--- config.mk ---
export PLATFORM = sky130hd
export DESIGN_NAME = satagtx_rst_seq
export DESIGN_NICKNAME = d
export VERILOG_FILES = /design/src/rtl/satagtx_rst_seq.sv
export SDC_FILE = /design/constraint.sdc
export NUM_CORES = 1
export LEC_CHECK = 0
export BUFFER_PORTS_ARGS = -buffer_cell sky130_fd_sc_hd__buf_2
export CORE_UTILIZATION = 53
export CTS_CLUSTER_SIZE = 28
export DETAILED_ROUTE_END_ITERATION = 8
export HOLD_SLACK_MARGIN = 0.06
export PLACE_DENSITY = 0.71
export SETUP_SLACK_MARGIN = 0.4
export SLEW_MARGIN = 20
export SYNTH_ARGS = -nofsm -noshare
export SYNTH_HDL_FRONTEND = slang
export SYNTH_SLANG_ARGS = --single-unit
export TNS_END_PERCENT = 10
--- constraint.sdc ---
create_clock -name clk -period 6.8 [get_ports clk]
set_input_delay 0.68 -clock clk [delete_from_list [all_inputs] [get_ports clk]]
set_output_delay 0.68 -clock clk [all_outputs]
set_load 0.02 [all_outputs]
--- src/rtl/satagtx_rst_seq.sv ---
// SATA GTX/GTP reset sequencer: sequences transceiver reset, waits for PLL/DCM lock and
// reset-done, then releases the link layer; restarts on lock loss, timeout or soft reset.
module satagtx_rst_seq #(
   parameter int unsigned C_GTXRST_CYCLES  = 16,
   parameter int unsigned C_STABLE_CYCLES  = 1024,
   parameter int unsigned C_TIMEOUT_CYCLES = 65536
) (
   input  logic       clk,
   input  logic       rst_n,
   input  logic       plllkdet,
   input  logic       dcm_locked,
   input  logic       resetdone,
   input  logic       soft_rst,
   output logic       gtxreset,
   output logic       link_rst_n,
   output logic       ready,
   output logic [7:0] retry_cnt,
   output logic [2:0] state
);

   localparam int unsigned CNT_W = 17;
   localparam logic [CNT_W-1:0] GTX_LAST    = CNT_W'(C_GTXRST_CYCLES - 1);
   localparam logic [CNT_W-1:0] STABLE_LAST = CNT_W'(C_STABLE_CYCLES - 1);
   localparam logic [CNT_W-1:0] TMO_LAST    = CNT_W'(C_TIMEOUT_CYCLES - 1);

   typedef enum logic [2:0] {
      ST_RESET     = 3'd0,
      ST_GTX_RST   = 3'd1,
      ST_WAIT_PLL  = 3'd2,
      ST_WAIT_DCM  = 3'd3,
      ST_WAIT_DONE = 3'd4,
      ST_READY     = 3'd5
   } state_t;

   state_t           cur_st, nxt_st;
   logic [CNT_W-1:0] cnt, cnt_nxt;
   logic [CNT_W-1:0] tmo, tmo_nxt;
   logic [7:0]       retry_nxt;
   logic [2:0]       sync1, sync2;
   logic             pll_s, dcm_s, done_s;
   logic             in_wait, lock_loss, timeout;

   // Two-flop synchronizers for the clk-asynchronous status inputs
   always_ff @(posedge clk or negedge rst_n) begin
      if (!rst_n) begin
         sync1 <= 3'b000;
         sync2 <= 3'b000;
      end else begin
         sync1 <= {resetdone, dcm_locked, plllkdet};
         sync2 <= sync1;
      end
   end

   assign pll_s  = sync2[0];
   assign dcm_s  = sync2[1];
   assign done_s = sync2[2];

   assign in_wait   = (cur_st == ST_WAIT_PLL) || (cur_st == ST_WAIT_DCM) ||
                      (cur_st == ST_WAIT_DONE);
   assign lock_loss = (!pll_s && ((cur_st == ST_WAIT_DCM) || (cur_st == ST_WAIT_DONE) ||
                                  (cur_st == ST_READY))) ||
                      (!dcm_s && ((cur_st == ST_WAIT_DONE) || (cur_st == ST_READY)));
   assign timeout   = in_wait && (tmo == TMO_LAST);

   // State, counters and registered outputs
   always_ff @(posedge clk or negedge rst_n) begin
      if (!rst_n) begin
         cur_st     <= ST_RESET;
         cnt        <= '0;
         tmo        <= '0;
         retry_cnt  <= 8'd0;
         gtxreset   <= 1'b1;
         link_rst_n <= 1'b0;
         ready      <= 1'b0;
      end else begin
         cur_st     <= nxt_st;
         cnt        <= cnt_nxt;
         tmo        <= tmo_nxt;
         retry_cnt  <= retry_nxt;
         gtxreset   <= (nxt_st == ST_RESET) || (nxt_st == ST_GTX_RST);
         link_rst_n <= (nxt_st == ST_READY);
         ready      <= (nxt_st == ST_READY);
      end
   end

   // Next state: forward progress first, then restart events override by priority
   always_comb begin
      nxt_st    = cur_st;
      cnt_nxt   = cnt;
      tmo_nxt   = in_wait ? tmo + CNT_W'(1) : tmo;
      retry_nxt = retry_cnt;

      case (cur_st)
         ST_RESET: begin
            nxt_st  = ST_GTX_RST;
            cnt_nxt = '0;
         end
         ST_GTX_RST: begin
            if (cnt == GTX_LAST) begin
               nxt_st  = ST_WAIT_PLL;
               cnt_nxt = '0;
               tmo_nxt = '0;
            end else begin
               cnt_nxt = cnt + CNT_W'(1);
            end
         end
         ST_WAIT_PLL: begin
            if (!pll_s) begin
               cnt_nxt = '0;
            end else if (cnt == STABLE_LAST) begin
               nxt_st  = ST_WAIT_DCM;
               cnt_nxt = '0;
            end else begin
               cnt_nxt = cnt + CNT_W'(1);
            end
         end
         ST_WAIT_DCM:  if (dcm_s)  nxt_st = ST_WAIT_DONE;
         ST_WAIT_DONE: if (done_s) nxt_st = ST_READY;
         ST_READY:     nxt_st = ST_READY;
         default: begin
            nxt_st  = ST_RESET;
            cnt_nxt = '0;
         end
      endcase

      if (soft_rst) begin
         nxt_st  = ST_GTX_RST;
         cnt_nxt = '0;
      end else if (lock_loss || timeout) begin
         nxt_st  = ST_GTX_RST;
         cnt_nxt = '0;
         if (retry_cnt != 8'hFF) retry_nxt = retry_cnt + 8'd1;
      end
   end

   assign state = cur_st;

endmodule

==> flow_summary.toml <==
[critical_path]
path_max_fanout = 20
critPathArrivalTime_ns = 3.06
cp.required_ns = 6.98
startpoint_type = "register"
crit_type = "register to register"
end_kind = "register"

[routing]
firstDrtPassIters = 4
final_antenna_net_count = 0
via_per_inst = 5.68
drc_errors = 0
wire_per_inst_um = 13.8
num_vias = 2152
drt_iter0_drc = 126
drt-total-wl_um = 5230

[placement]
dp_slack_ns = 3.91
hpwl_um = 3440
place.gp.congestion = 0.860
portBuffers = 19

[clocking]
ctsLongestPathBuffers = 2
numCtsBuffers = 5
postCtsHoldBufs = 0
cts.repair.resized = 0
clock-sinks = 53
clkLatencyLatePin_ns = 0.30
cts_setup_buffers = 0
ctsRootBufferMaster = "clkbuf_8"
clk_pin_slew_worst_paths_ns = 0.09
cts_tree = "done"
htreeDepth = 2

[synth]
avgSynthCellArea_um2 = 9.51
syn_inst = 296
synth.distinct_cells = 53
ys_seq_area_share_pct = 47.2
ys.flop_type = "dfrtp_1"
async_flop_share_pct = 100
netlist_area_mm2 = 0.00281
synth_nets = 306
ys_ff_latch = 53
synth_edf_count = 0
ys.warnings.count = 0

[timing]
max_freq_mhz = 347
fin_setup_tns_ns = 0
fin_worst_skew_ns = 0.00713
worst_slack_ns = 3.92
rsz0062_at_grt = "false"
post-route-period-util_pct = 42.4
period_minus_slack_ns = 2.88
worst_slew_pin_slew_ns = 0.961
hold_viol = 0
finalSetupViolCount = 0
slew_violations = 0
slew-limit-headroom_pct = 36.0

[cells_and_area]
layout_commonest_cell = "dfrtp_1"
diodes = 0
layout_common_cells = "dfrtp_1 (52), nor2_1 (30), nand2_1 (28)"
nNetsFinal = 318
drive_above_1_share_pct = 11.7
multiInputGateArea_mm2 = 0.00138
seq_area_mm2 = 0.00133
fillers = 468
area_delta_synth_final_pct = 6.85

[global_route]
grt_pass1_vias = 2003
grt_max_degree = 54
grt.overflow.total = 0
antenna_found_initial = 0
grt_util_all_layers_pct = 21.2
grt_pass1_wl_um = 9120

[floorplan]
ioPinCount = 20
dieArea_mm2 = 0.00560
start_util_pct = 55.1
die_h_um = 74.9
chipWidth_um = 74.9
coreArea_mm2 = 0.00511
rows = 26

[power_and_ir_drop]
p_per_area_mw_per_mm2 = 168
p_leak_nw = 1.26
irDropWorstVdd_v = 0.000116

[outcome]
outcome = "complete, no violations"

[flow_run]
cap_violations = 0

[worst_hold_path]
min_path_type = "register to register"
-- final timing paths --
path | startpoint | to | slack (ns) | cells after the start
worst max-delay path | tmo[5] | state[0] | 3.92 | 8
worst min-delay path | sync1[0] | sync2[0] | 0.36 | 0
worst max register to register | tmo[5] | state[0] | 3.92 | 8
worst min register to register | sync1[0] | sync2[0] | 0.36 | 0
max in group asynchronous | rst_n | cnt[7] | 5.87 | 2
min in group asynchronous | rst_n | cnt[15] | 0.47 | 2
-- metal layers --
layer | wire [um] | track usage, % | vias up
met5 | 0 | 0 | -
met4 | 59 | 7.55 | 0
met3 | 151 | 4.02 | 7
met2 | 2440 | 33.2 | 29
met1 | 2580 | 29.7 | 1038
li1 | - | - | 1078
-- per-stage QoR --
step                util (%)  instances  instance area, um2  hold slack, ns  power, W
global placement        57.3        371                2930           0.333  0.000346
finish                  58.9        379                3010           0.356  0.000506
detailed placement      57.3        371                2930           0.339  0.000346
floorplan                  -        296                2810           0.331  0.000335
CTS                     58.9        379                3010           0.359  0.000514
global route            58.9        379                3010           0.365  0.000531
-- worst max-delay path: stages, from the launching register on --
cell and delay [ns]:
dfrtp_1 0.42, nand3_1 0.13, or3_1 0.23, nor3_1 0.10
ha_1 0.19, nor2b_1 0.13, o21ai_1 0.26, nand3b_1 0.60
or4_1 0.71
-- area by class of cell --
type,instances,area share [%]
Inverter,7,0.874
Clock buffer,8,2.66
Multi-Input combinational cell,221,46.0
Tap cell,70,2.91
Sequential cell,53,44.2
Timing Repair Buffer,20,3.41
-- state kept, by name (all words and copies together), names as in the netlist --
name,cells
retry_cnt,8
sync1,3
sync2,3
cnt,17
state,3
tmo,17
ready,1
gtxreset,1
-- synthesized netlist by cell type (4+ instances only) --
master | instances | share of area [%]
a21oi_1 | 16 | 2.8
and2_1 | 4 | 0.89
and3_1 | 7 | 1.6
buf_2 | 4 | 0.71
clkbuf_1 | 6 | 0.80
dfrtp_1 | 52 | 46
ha_1 | 4 | 1.8
inv_1 | 7 | 0.93
nand2_1 | 28 | 3.7
nand3_1 | 11 | 2.0
nand4_1 | 9 | 2.0
nor2_1 | 30 | 4.0
nor2b_1 | 9 | 2.0
nor3_1 | 11 | 2.0
nor4_1 | 5 | 1.1
o21ai_0 | 5 | 0.89
o22ai_1 | 14 | 3.1
xnor2_1 | 16 | 5.0
xor2_1 | 6 | 1.9
-- power breakdown --
part | switching (W) | internal [W]
Combinational | 0.0000115 | 0.00000473
Clock | 0.0000936 | 0.0000734
Sequential | 0.00000400 | 0.000319
-- cell families after synthesis --
family | after synthesis | synth area share [%]
and+or+nand+nor | 136 | 26.1
adders and majority gates | 4 | 1.78
DFF | 53 | 47.2
muxes | 2 | 0.756
buffers and inverters | 22 | 3.82
xor gates and xnor gates | 22 | 6.85
AOI/OAI and AO/OA | 57 | 13.5
Note: power is estimated with default switching activity, not from simulation.
